### config.mk
export PLATFORM = sky130hd
export DESIGN_NAME = step_counter_7seg
export DESIGN_NICKNAME = d
export VERILOG_FILES = /design/src/rtl/step_counter_7seg.sv
export SDC_FILE = /design/constraint.sdc
export NUM_CORES = 1
export LEC_CHECK = 0
export CAP_MARGIN = 10
export CORE_UTILIZATION = 35
export DETAILED_ROUTE_END_ITERATION = 16
export SLEW_MARGIN = 20
export SYNTH_ARGS = -nofsm -noshare
export SYNTH_HDL_FRONTEND = slang
export SYNTH_SLANG_ARGS = --single-unit
### constraint.sdc
create_clock -name clk -period 5.2 [get_ports clk]
set_input_delay 0.78 -clock clk [delete_from_list [all_inputs] [get_ports clk]]
set_output_delay 0.78 -clock clk [all_outputs]
set_load 0.01 [all_outputs]
### src/rtl/step_counter_7seg.sv
// Modulo-10^DIGITS BCD up/down counter with a fixed step, plus a time-multiplexed 7-segment driver.
// Count and wrap are registered; seg and an are decoded combinationally from the registered scan position.
module step_counter_7seg #(
    parameter int DIGITS   = 2,
    parameter int STEP     = 2,
    parameter int SCAN_DIV = 4
) (
    input  logic                  clk,
    input  logic                  reset,
    input  logic                  odd,
    input  logic                  en,
    input  logic                  up,
    input  logic                  load,
    input  logic [4*DIGITS-1:0]   load_val,
    output logic [4*DIGITS-1:0]   count,
    output logic                  wrap,
    output logic [0:6]            seg,
    output logic [DIGITS-1:0]     an
);

    localparam int W  = 4 * DIGITS;
    localparam int IW = (DIGITS > 1) ? $clog2(DIGITS) : 1;
    localparam int SW = (SCAN_DIV > 1) ? $clog2(SCAN_DIV) : 1;

    logic [W-1:0]  step_val;
    logic          step_wrap;
    logic          load_ok;
    logic [4:0]    dig;
    logic [4:0]    delta;
    logic [4:0]    sum;
    logic          carry;

    logic [SW-1:0] scan_cnt;
    logic [IW-1:0] dig_idx;
    logic [3:0]    sel;

    // Digit-serial BCD add/subtract: digit 0 takes STEP, upper digits take the carry/borrow.
    // The carry out of the top digit is exactly the modulus crossing.
    always_comb begin
        step_val = '0;
        carry    = 1'b0;
        load_ok  = 1'b1;
        dig      = '0;
        delta    = '0;
        sum      = '0;
        for (int i = 0; i < DIGITS; i++) begin
            dig   = {1'b0, count[4*i +: 4]};
            delta = (i == 0) ? 5'(STEP) : {4'b0, carry};
            if (up) begin
                sum = dig + delta;
                if (sum >= 5'd10) begin
                    sum   = sum - 5'd10;
                    carry = 1'b1;
                end else begin
                    carry = 1'b0;
                end
            end else begin
                if (dig < delta) begin
                    sum   = dig + 5'd10 - delta;
                    carry = 1'b1;
                end else begin
                    sum   = dig - delta;
                    carry = 1'b0;
                end
            end
            step_val[4*i +: 4] = sum[3:0];
            if (load_val[4*i +: 4] > 4'd9) begin
                load_ok = 1'b0;
            end
        end
        step_wrap = carry;
    end

    // An invalid load still wins over en: count holds, no step happens.
    always_ff @(posedge clk) begin
        if (reset) begin
            count <= {{(W-1){1'b0}}, odd};
            wrap  <= 1'b0;
        end else if (load) begin
            wrap <= 1'b0;
            if (load_ok) begin
                count <= load_val;
            end
        end else if (en) begin
            count <= step_val;
            wrap  <= step_wrap;
        end else begin
            wrap <= 1'b0;
        end
    end

    always_ff @(posedge clk) begin
        if (reset) begin
            scan_cnt <= '0;
            dig_idx  <= '0;
        end else if (scan_cnt == SW'(SCAN_DIV - 1)) begin
            scan_cnt <= '0;
            dig_idx  <= (dig_idx == IW'(DIGITS - 1)) ? '0 : dig_idx + 1'b1;
        end else begin
            scan_cnt <= scan_cnt + 1'b1;
        end
    end

    always_comb begin
        sel = '0;
        an  = '1;
        for (int i = 0; i < DIGITS; i++) begin
            if (dig_idx == IW'(i)) begin
                sel   = count[4*i +: 4];
                an[i] = 1'b0;
            end
        end
    end

    always_comb begin
        case (sel)
            4'd0:    seg = 7'b0000001;
            4'd1:    seg = 7'b1001111;
            4'd2:    seg = 7'b0010010;
            4'd3:    seg = 7'b0000110;
            4'd4:    seg = 7'b1001100;
            4'd5:    seg = 7'b0100100;
            4'd6:    seg = 7'b0100000;
            4'd7:    seg = 7'b0001101;
            4'd8:    seg = 7'b0000000;
            4'd9:    seg = 7'b0000100;
            default: seg = 7'b1111111;
        endcase
    end

endmodule

==> qor_table.md, run 1 <==
| Parameter | Reported | Unit |
| --- | --- | --- |
| NetSw | 0.1531 | mW |
| Max-cap check violation count | 0 | - |
| Cell with the most instances on the worst path | sky130_fd_sc_hd__ha_1 | - |
| Outcome | finished, final reports clean | - |
| Top layer used by detailed routing | met4 | - |
| Type of element launching the critical path | primary input | - |
| Internal portion of total power | 0.2600 | mW |
| Count of mapped cells out of synthesis | 177 | - |
| Initial DRC count | 71 | - |
| Number of flops mapped to enable cells by yosys | 1 | - |
| Share of total power in sequential cells | 29.6 | % |
| Clock buffers created by TritonCTS | 3 | - |
| Count of buffers added by post-CTS timing repair for setup | 0 | - |
| Number of buffers added to fix hold violations after cts | 0 | - |
| Highest fanout seen on the critical path | 14 | - |
| Detailed-placement wirelength estimate | 2.921 | mm |
| Fraction of final layout cells with drive strength greater than 1 | 7.805 | % |
| Clock Path Buffers | 2 | - |
| DRC Markers | 0 | - |
| Synth Flop Type | sky130_fd_sc_hd__dfxtp_1 | - |
| Worst-path cell with the longest stage delay | sky130_fd_sc_hd__clkdlybuf4s50_1 | - |
| List of cells traversed by the critical path | clkdlybuf4s50_1 -> inv_1 -> a211oi_1 -> o21bai_1 -> ha_1 -> ha_1 -> xnor2_1 -> ha_1 -> a21boi_0 -> a2111oi_2 -> o32ai_1 -> nor4_1 | - |
| Fraction of power consumed by combinational cells | 49.3 | % |
| ANT nets after route | 0 | - |
| Class of the worst hold path | reg -> reg | - |
| Synth area leader | sky130_fd_sc_hd__dfxtp_1 | - |
| Start point of the critical path | up | - |
| Std cell rows | 22 | - |
| Leading cell types by count after synthesis | sky130_fd_sc_hd__ha_1, sky130_fd_sc_hd__nand2_1, sky130_fd_sc_hd__inv_1 | - |
| Setup Total Neg Slack | 0 | ns |
| Number of antenna violations at the first check in global routing | 0 | - |
| Number of cells upsized or downsized after cts | 0 | - |
| Total routed wirelength | 3.630 | mm |
| Worst Path Required | 5.35 | ns |
| Relative area change from synthesis to final layout | 25.44 | % |
| Synth top area cells | sky130_fd_sc_hd__dfxtp_1, sky130_fd_sc_hd__ha_1, sky130_fd_sc_hd__o21ai_0 | - |
| Worst clock skew | 0.002584 | ns |
| RSZ-0062 raised after global routing | false | - |
| Final slew viol count | 0 | - |
| Die area | 4335 | sq um |
| R2r startpoint | count[2] | - |
| Number of I/O pins | 32 | - |
| Total via count in the routed design | 1,416 | - |
| Net switching share of the total power | 37.06 | % |
| Routed length on met1 | 1.657 | mm |
| Mean Syn Cell Area | 8.059 | sq um |
| Portion of the post-synthesis area used by sequential elements | 17.54 | % |
| Via count of the first global-routing pass | 1,406 | - |
| CTS tree | built | - |
| Count of input and output buffers | 31 | - |
| Hold Slack | 0.4427 | ns |
| Most frequent cell after synthesis | sky130_fd_sc_hd__ha_1 | - |
| Final Cycle Share | 76.39 | % |
| CTS H-tree depth | 1 | - |
| Horiz. Die Dim | 65.84 | microns |
| Weighted congestion at the end of routability-driven global placement | 0.8914 | - |
| Start point of the worst hold path | scan_cnt[0] | - |
| Antenna Cells | 0 | - |
| Min Clock Period, post-route | 3.972 | ns |
| Pwr per Cell Area | 230.9 | nW/um^2 |
| Final setup violation count | 0 | - |
| Pre-Repair DR Iteration Count | 5 | - |
| Leak | 0.6896 | nW |
| Synth Cell Area | 1426 | sq um |
| Start-to-end type of the worst setup path | in -> reg | - |
| Number of synthesized register bits | 12 | - |
| Clock network latency to the later pin of the worst-skew pair | 0.24 | ns |
| Normalized max-slew margin | 60.42 | % |
| Synth Warn # | 0 | - |
| Portion of total power attributed to the clock network | 21.1 | % |
| Count of different cell masters after synthesis | 55 | - |
| Synthesized Nets | 208 | - |
| Largest net degree at the start of global routing | 17 | - |
| Synth async-reset ratio | 0 | % |
| Max VDD drop | 84.99 | uV |
| Worst slew pin tran | 0.5928 | ns |
| Register-to-register setup slack | 1.64 | ns |
| Number of nets at the end of the flow | 237 | - |
| Highest Clock Rate | 0.2517 | GHz |
| Final hold violations | 0 | - |
| Clock-pin slew of the registers on the worst-case setup and hold paths | 0.05 | ns |
| Total gr overflow | 0 | - |
| Vias/cell | 5.597 | - |
| Root buf cell | sky130_fd_sc_hd__clkbuf_8 | - |
| Share of the synthesized area in the top cell type | 15.44 | % |
| Routed met3 length | 210 | microns |
| Detailed route wirelength on metal2 | 1.733 | mm |
| Wire length of the first global-routing pass | 6.320 | mm |
| Core Box Area | 3771 | sq um |
| Delay of the slowest cell on the worst path | 0.75 | ns |
| Height of the die | 65.84 | microns |
| Capturing element type of the critical path | register | - |
| Critical path arrival | 4.12 | ns |
| Aggregate global-route resource usage | 18.69 | % |
| Count of clock tree sinks | 12 | - |
| Average wire per cell in the routed design | 14.35 | microns |
| Initial cell density of the core | 37.82 | % |
==> power groups by stage <==
stage               registers, mW  logic [mW]  clock network [mW]
floorplan                   0.117       0.133                   0
global placement            0.124       0.197                   0
detailed placement          0.124       0.203                   0
CTS                         0.122       0.204              0.0880
global route                0.125       0.227              0.0925
finish                      0.122       0.203              0.0871
==> per-stage QoR <==
stage / utilization, % / area, sq um / cells / setup slack [ns] / total power [mW]
finish: 47.45 / 1789 / 253 / 1.228 / 0.4130
global route: 47.45 / 1789 / 253 / 0.9406 / 0.4440
CTS: 47.45 / 1789 / 253 / 1.279 / 0.4145
detailed placement: 46.25 / 1744 / 249 / 1.056 / 0.3269
global placement: 46.25 / 1744 / 249 / 1.195 / 0.3205
floorplan: - / 1426 / 177 / 2.165 / 0.2500
==> cell families after synthesis <==
| logic type | after synthesis | synth area share, % |
|---|---|---|
| buffers and inverters | 24 | 8.157 |
| AO/OA/AOI/OAI | 54 | 27.46 |
| XOR/XNOR | 6 | 3.684 |
| adder cells (fa/ha/maj) | 17 | 14.91 |
| AND/OR/NAND/NOR | 54 | 19.91 |
| flip-flops | 12 | 17.54 |
| multiplexers | 10 | 8.333 |
==> path summary, 6_finish.rpt <==
path	cells after the start	end
setup reg to reg	13	count[6]
hold / removal	1	scan_cnt[0]
hold reg to reg	1	scan_cnt[0]
setup / recovery	12	count[6]
==> flip-flops by register name, indices dropped and copies added (netlist names) <==
name	count
wrap	1
count	8
dig_idx	1
scan_cnt	2
==> metal layers <==
layer  GRT usage, %  vias to the layer above
met2          32.91                       57
met4          4.348                        0
li1               -                      710
met3          2.759                        4
met5              0                        -
met1          23.62                      645
==> cell type report <==
| class | instances | area [sq um] |
|---|---|---|
| sequential | 12 | 250.2 |
| multi-input combinational | 141 | 1060 |
| timing repair buffer | 31 | 310.3 |
| fill | 370 | 1982 |
| inverter | 17 | 63.81 |
| tap | 48 | 60.06 |
| clock buffer | 4 | 45.04 |
==> critical path: cells and delay by family <==
kind            cells  cell delay, ns
compound gates      5            1.18
xor+xnor            1            0.10
fa+ha+maj           3            0.87
simple gates        1            0.26
buf+inv             2            0.91
==> layout by cell type, fill, tap and decap left out, drive strengths merged, types with 2 or more instances in the layout <==
cell type,n
clkdlybuf4s50,31
ha,17
inv,17
nand2,16
o21ai,13
dfxtp,11
nor2,10
mux2i,8
a211oi,7
xnor2,6
nand2b,5
a21oi,5
a31oi,5
nor3,5
o21a,4
nand3,4
clkbuf,4
a2111oi,3
mux2,2
nor3b,2
a21boi,2
o221ai,2
a31o,2
Note: power is estimated with default switching activity, not from simulation.
==> run 2, diff against run 1 <==
==> constraint.sdc (replaced) <==
create_clock -name clk -period 4 [get_ports clk]
set_input_delay 0.6 -clock clk [delete_from_list [all_inputs] [get_ports clk]]
set_output_delay 0.6 -clock clk [all_outputs]
set_load 0.01 [all_outputs]
==> run 2 against run 1 <==
Non-clock buffer count is 1 higher. Design area rose by 0.42%. Count of clock-buffer cells in the layout did not move. Worst setup slack worse by 0.86 ns. Sequential cell count did not move. Sequential share of layout area down 0.058 points. Register-to-register slack got worse by 1.2 ns. Global-route usage decreased by 0.43 points. Utilization rose by 0.20 points. Sequential power is 30% higher. Final cell count grew 0.40%.
==> qor_table.md, run 2 (synthesis results as in run 1) <==
| Parameter | Reported | Unit | Change |
| --- | --- | --- | --- |
| Area taken by multi-input logic gates | 1060 | sq um | unchanged |
| Worst Path Required | 4.13 | ns | -1.22 ns |
| Clock Path Buffers | 2 | - | unchanged |
| Setup Total Neg Slack | 0 | ns | unchanged |
| Type of element launching the critical path | primary input | - |  |
| Most frequent standard cell in the layout excluding fill and tap cells | sky130_fd_sc_hd__clkdlybuf4s50_1 | - |  |
| CTS H-tree depth | 1 | - | unchanged |
| Normalized max-slew margin | 60.44 | % | about the same |
| RSZ-0062 raised after global routing | false | - |  |
| Total routed wirelength | 3.594 | mm | -0.99% |
| Global-route met1 utilization | 24.03 | % | +0.42 points |
| Final slew viol count | 0 | - | unchanged |
| Root buf cell | sky130_fd_sc_hd__clkbuf_8 | - |  |
| Count of clock tree sinks | 12 | - | unchanged |
| Core Box Area | 3771 | sq um | unchanged |
| Initial DRC count | 75 | - | +5.6% |
| Wire length of the first global-routing pass | 6.134 | mm | -2.9% |
| Worst slew pin tran | 0.5915 | ns | -0.001296 ns |
| Number of placed instances, taps included | 250 | - | +0.40% |
| Via count of the first global-routing pass | 1,368 | - | -2.7% |
| Worst clock skew | 0.004064 | ns | +0.001480 ns |
| Number of nets at the end of the flow | 238 | - | +0.42% |
| Start-to-end type of the worst setup path | in -> reg | - |  |
| Clock network latency to the later pin of the worst-skew pair | 0.24 | ns | about the same |
| DRC Markers | 0 | - | unchanged |
| Outcome | finished, final reports clean | - |  |
| Std cell rows | 22 | - | unchanged |
| Leak | 0.6944 | nW | +0.70% |
| Total via count in the routed design | 1,408 | - | -0.56% |
| Clock-pin slew of the registers on the worst-case setup and hold paths | 0.05 | ns | about the same |
| Min Clock Period, post-route | 3.635 | ns |  |
| Pwr per Cell Area | 297.9 | nW/um^2 | +29% |
| Capturing element type of the critical path | register | - |  |
| Post-layout util | 47.64 | % | +0.20 points |
| Number of I/O pins | 32 | - | unchanged |
| Count of input and output buffers | 31 | - | unchanged |
| Number of cells upsized or downsized after cts | 0 | - | unchanged |
| Clock buffers created by TritonCTS | 3 | - | unchanged |
| Number of fill cells in the layout | 371 | - | +0.27% |
| Largest registers in the final layout | count (8), scan_cnt (2) | - |  |
| List of cells traversed by the critical path | clkdlybuf4s50_1 -> inv_1 -> a211oi_1 -> o21bai_1 -> ha_1 -> ha_1 -> xnor2_1 -> ha_1 -> a21boi_0 -> a2111oi_2 -> o32ai_1 -> nor4_1 | - |  |
| Sequential cell area | 250.2 | sq um | unchanged |
| Relative area change from synthesis to final layout | 25.96 | % |  |
| Pre-Repair DR Iteration Count | 4 | - | -1 |
| Highest Clock Rate | 0.2751 | GHz |  |
| Fraction of final layout cells with drive strength greater than 1 | 8.252 | % | +0.45 points |
| Cell with the most instances on the worst path | sky130_fd_sc_hd__ha_1 | - |  |
| Weighted congestion at the end of routability-driven global placement | 0.8722 | - | -2.2% |
| Final setup violation count | 0 | - | unchanged |
| Critical path arrival | 3.76 | ns | -0.36 ns |
| GR met3 Demand/Resource | 1.897 | % | -0.86 points |
| Number of buffers added to fix hold violations after cts | 0 | - | unchanged |
| Final hold violations | 0 | - | unchanged |
| Highest-count cells in the layout ignoring fill and taps | sky130_fd_sc_hd__clkdlybuf4s50_1, sky130_fd_sc_hd__ha_1, sky130_fd_sc_hd__nand2_1 | - |  |
| Delay of the slowest cell on the worst path | 0.64 | ns | -0.11 ns |
| Largest net degree at the start of global routing | 17 | - | unchanged |
| Height of the die | 65.84 | microns | unchanged |
| Highest fanout seen on the critical path | 10 | - | -4 |
| Final Instance Area | 1797 | sq um | +0.42% |
| Crit path max-delay family | compound AO/OA/AOI/OAI gates | - |  |
| Count of buffers added by post-CTS timing repair for setup | 0 | - | unchanged |
| Die area | 4335 | sq um | unchanged |
| Number of antenna violations at the first check in global routing | 0 | - | unchanged |
| Class of the worst hold path | reg -> reg | - |  |
| Count of placed standard cells in the final layout, fillers left out | 254 | - | +0.40% |
| Worst-path cell with the longest stage delay | sky130_fd_sc_hd__clkdlybuf4s50_1 | - |  |
| Vias/cell | 5.543 | - | -0.96% |
| Max-cap check violation count | 0 | - | unchanged |
| Max VDD drop | 105.3 | uV | +24% |
| Initial cell density of the core | 37.82 | % | unchanged |
| Met2 usage | 30.23 | % | -2.7 points |
| Average wire per cell in the routed design | 14.15 | microns | -1.4% |
| Antenna Cells | 0 | - | unchanged |
| Horiz. Die Dim | 65.84 | microns | unchanged |
| Total gr overflow | 0 | - | unchanged |
| Busiest layer in global routing | met2 | - |  |
| ANT nets after route | 0 | - | unchanged |
| Aggregate global-route resource usage | 18.25 | % | -0.43 points |
| Detailed-placement wirelength estimate | 2.862 | mm | -2.0% |
| Buffering stage count on the worst path with inverters included | 2 | - | unchanged |
| Largest register FFs | 8 | - | unchanged |
| Top reg by flops | count | - |  |
| Final Cycle Share | 90.87 | % |  |
| Instance area at placement | 1752 | sq um | +0.43% |
| CTS tree | built | - |  |
==> run 2: changes by cell type in the layout (fill, tap and decap cells not counted) <==
| cell | before | now |
|---|---|---|
| sky130_fd_sc_hd__buf_4 | 0 | 1 |
==> run 2: final cells by class <==
class	instances	share of cell area, %
Timing Repair Buffer	32	17.69
Clock buffer	4	2.507
Inverter	17	3.552
Tap cell	48	3.343
Multi-Input combinational cell	141	58.98
Sequential cell	12	13.93
==> run 2: stage by stage <==
step	hold WS (ns)	power, mW	setup WS, ns
2_1_floorplan	0.4031	0.3251	0.9648
3_3_place_gp	0.4132	0.4164	0.3186
3_5_place_dp	0.4259	0.4235	0.1418
4_1_cts	0.4334	0.5384	0.3875
5_1_grt	0.4521	0.5782	0.1220
6_report	0.4277	0.5352	0.3652
==> run 2: layer usage <==
metal,routed length [microns],vias up
met5,0,-
met4,38,0
met3,154,6
met2,1686,48
met1,1715,648
li1,-,706
==> run 2: worst paths after layout <==
check / startpoint / endpoint / slack [ns] / cells after the start
worst max-delay path: up / count[6] / 0.37 / 12
worst min-delay path: scan_cnt[0] / scan_cnt[0] / 0.43 / 1
worst max register to register: count[2] / count[6] / 0.47 / 13
worst min register to register: scan_cnt[0] / scan_cnt[0] / 0.43 / 1
==> run 2: worst reg2reg max path: cells and delay by family (launching register included) <==
kind / cells / cell delay, ns
adder cells (fa/ha/maj): 4 / 1.19
XOR/XNOR: 1 / 0.11
AO/OA/AOI/OAI: 5 / 1.02
buffers and inverters: 1 / 0.14
flip-flops: 1 / 0.54
AND/OR/NAND/NOR: 2 / 0.42
==> run 2: power breakdown <==
part	switching [mW]	leakage, nW	internal (mW)	total, mW
sequential	0.0259	0.101	0.133	0.159
combinational	0.129	0.571	0.135	0.264
clock	0.0422	0.0228	0.0700	0.112
==> run 3, diff against run 2 <==
--- a/config.mk
+++ b/config.mk
@@ -7,7 +7,10 @@
 export LEC_CHECK = 0
 export CAP_MARGIN = 10
 export CORE_UTILIZATION = 35
+export CTS_CLUSTER_SIZE = 40
 export DETAILED_ROUTE_END_ITERATION = 16
+export DONT_BUFFER_PORTS = 1
+export SKIP_CTS_REPAIR_TIMING = 1
 export SLEW_MARGIN = 20
 export SYNTH_ARGS = -nofsm -noshare
 export SYNTH_HDL_FRONTEND = slang
==> run 3 against run 2 <==
Via count decreased by 5.9%. Count of clock-buffer cells in the layout unchanged. Highest routed layer unchanged. Utilization decreased by 8.4 points. Critical path depth increased by 1. Total power decreased by 11%. Final cell count decreased by 13%. Clock skew increased by 0.0029 ns. Largest power group unchanged. Clock power increased by 4%. Routed wire length increased by 3.4%.
==> qor_table.md, run 3 (synthesis results as in run 1) <==
| Parameter | Reported | Unit | Change |
| --- | --- | --- | --- |
| Final Cycle Share | 89.57 | % | -1.3 points |
| NetSw | 0.1893 | mW | -3.9% |
| Worst clock skew | 0.006965 | ns | +0.002901 ns |
| Clock network latency to the later pin of the worst-skew pair | 0.24 | ns | about the same |
| Initial DRC count | 69 | - | -8.0% |
| CTS tree | built | - |  |
| Std cell rows | 22 | - | unchanged |
| Number of nets at the end of the flow | 206 | - | -13% |
| Type of element launching the critical path | register | - |  |
| Wire length of the first global-routing pass | 6.382 | mm | +4.0% |
| Clock Path Buffers | 2 | - | unchanged |
| Fraction of final layout cells with drive strength greater than 1 | 9.195 | % | +0.94 points |
| Root buf cell | sky130_fd_sc_hd__clkbuf_8 | - |  |
| Max VDD drop | 161.4 | uV | +53% |
| RSZ-0062 raised after global routing | false | - |  |
| Initial cell density of the core | 37.82 | % | unchanged |
| Worst slew pin tran | 0.6614 | ns | +0.06982 ns |
| Relative area change from synthesis to final layout | 3.684 | % |  |
| Largest registers in the final layout | count (8), scan_cnt (2) | - |  |
| Worst Path Required | 4.14 | ns | about the same |
| CTS H-tree depth | 1 | - | unchanged |
| Horiz. Die Dim | 65.84 | microns | unchanged |
| Total gr overflow | 0 | - | unchanged |
| Count of input and output buffers | 0 | - | -100% |
| Final slew viol count | 0 | - | unchanged |
| Leak | 0.5722 | nW | -18% |
| Overall power of the completed layout | 0.4764 | mW | -11% |
| Final hold violations | 0 | - | unchanged |
| Die area | 4335 | sq um | unchanged |
| Highest-count cells in the layout ignoring fill and taps | sky130_fd_sc_hd__ha_1, sky130_fd_sc_hd__nand2_1, sky130_fd_sc_hd__inv_1 | - |  |
| Start-to-end type of the worst setup path | reg -> reg | - |  |
| Total routed wirelength | 3.717 | mm | +3.4% |
| Total via count in the routed design | 1,325 | - | -5.9% |
| Number of fill cells in the layout | 380 | - | +2.4% |
| Fraction of power consumed by combinational cells | 41.1 | % | -8.1 points |
| Number of antenna violations at the first check in global routing | 0 | - | unchanged |
| Critical path arrival | 3.72 | ns | -0.04 ns |
| Pre-Repair DR Iteration Count | 4 | - | unchanged |
| Highest fanout seen on the critical path | 8 | - | -2 |
| Setup Total Neg Slack | 0 | ns | unchanged |
| Count of clock tree sinks | 12 | - | unchanged |
| Top reg by flops | count | - |  |
| Detailed-placement wirelength estimate | 2.917 | mm | +2.0% |
| Antenna Cells | 0 | - | unchanged |
| Clock-pin slew of the registers on the worst-case setup and hold paths | 0.06 | ns | about the same |
| Final setup violation count | 0 | - | unchanged |
| Vias/cell | 5.968 | - | +7.7% |
| Most frequent standard cell in the layout excluding fill and tap cells | sky130_fd_sc_hd__ha_1 | - |  |
| Largest net degree at the start of global routing | 17 | - | unchanged |
| Internal portion of total power | 0.2871 | mW | -15% |
| Portion of total power attributed to the clock network | 24.5 | % | +3.5 points |
| Weighted congestion at the end of routability-driven global placement | 0.9085 | - | +4.2% |
| Height of the die | 65.84 | microns | unchanged |
| Largest register FFs | 8 | - | unchanged |
| Core Box Area | 3771 | sq um | unchanged |
| Share of total power in sequential cells | 34.4 | % | +4.6 points |
| DRC Markers | 0 | - | unchanged |
| Aggregate global-route resource usage | 19.49 | % | +1.2 points |
| Clock buffers created by TritonCTS | 3 | - | unchanged |
| Capturing element type of the critical path | register | - |  |
| Number of I/O pins | 32 | - | unchanged |
| Average wire per cell in the routed design | 16.74 | microns | +18% |
| Net switching share of the total power | 39.73 | % | +2.9 points |
| Min Clock Period, post-route | 3.583 | ns | -0.05217 ns |
| ANT nets after route | 0 | - | unchanged |
| Pwr per Cell Area | 322.1 | nW/um^2 | +8.2% |
| Max-cap check violation count | 0 | - | unchanged |
| Outcome | finished, final reports clean | - |  |
| Normalized max-slew margin | 55.85 | % | -4.6 points |
| Via count of the first global-routing pass | 1,329 | - | -2.9% |
| Highest Clock Rate | 0.2791 | GHz | +1.5% |
| Class of the worst hold path | in -> reg | - |  |
==> run 3: changes by cell type in the layout (fill, tap and decap cells not counted), sizes merged <==
cell	delta
buf	-1
clkdlybuf4s50	-31
==> run 3: cell type report <==
| type | instances | area (sq um) | share of cell area [%] |
|---|---|---|---|
| inverters | 17 | 63.81 | 4.315 |
| flip-flops and latches | 12 | 250.2 | 16.92 |
| multi-input cells | 141 | 1060 | 71.66 |
| clock buffers | 4 | 45.04 | 3.046 |
| well taps | 48 | 60.06 | 4.061 |
==> run 3: worst paths after layout <==
path	start	cells after the start	slack (ns)	endpoint
max	count[2]	13	0.42	count[6]
max reg2reg	count[2]	13	0.42	count[6]
min	reset	1	0.41	count[2]
min reg2reg	scan_cnt[0]	1	0.43	scan_cnt[0]
==> run 3: metrics by stage <==
step	setup WS [ns]	util, %	hold slack, ns	cells	instance area (sq um)
floorplan	0.9648	-	0.4031	177	1426
global placement	0.7072	38.02	0.4086	218	1434
detailed placement	0.4800	38.02	0.4241	218	1434
CTS	0.4412	39.22	0.4088	222	1479
global route	0.1773	39.22	0.4020	222	1479
finish	0.4174	39.22	0.4123	222	1479
==> run 3: worst max-delay path, stage by stage (launching register included) <==
cell and delay (ns):
sky130_fd_sc_hd__dfxtp_1 0.56, sky130_fd_sc_hd__inv_1 0.15, sky130_fd_sc_hd__ha_1 0.35, sky130_fd_sc_hd__nor2_1 0.05, sky130_fd_sc_hd__a31oi_1 0.25, sky130_fd_sc_hd__o21bai_1 0.16, sky130_fd_sc_hd__ha_1 0.25, sky130_fd_sc_hd__ha_1 0.28
sky130_fd_sc_hd__xnor2_1 0.16, sky130_fd_sc_hd__ha_1 0.28, sky130_fd_sc_hd__a21boi_0 0.16, sky130_fd_sc_hd__a2111oi_2 0.36, sky130_fd_sc_hd__o32ai_1 0.15, sky130_fd_sc_hd__nor4_1 0.31
==> run 3: per-layer routing <==
layer | global-route usage [%] | share of wire (%) | wire length, microns | vias up
li1 | - | - | - | 641
met1 | 24.24 | 43 | 1597 | 619
met2 | 31.51 | 47 | 1734 | 57
met3 | 4.828 | 8.2 | 303 | 8
met4 | 8.424 | 2.2 | 81 | 0
met5 | 0 | 0 | 0 | -
==> run 3: power groups by stage <==
stage	Sequential [mW]	Clock [mW]	Combinational, mW
2_1_floorplan	0.152	0	0.173
3_3_place_gp	0.166	0	0.184
3_5_place_dp	0.167	0	0.192
4_1_cts	0.165	0.119	0.194
5_1_grt	0.168	0.128	0.221
6_report	0.164	0.117	0.196
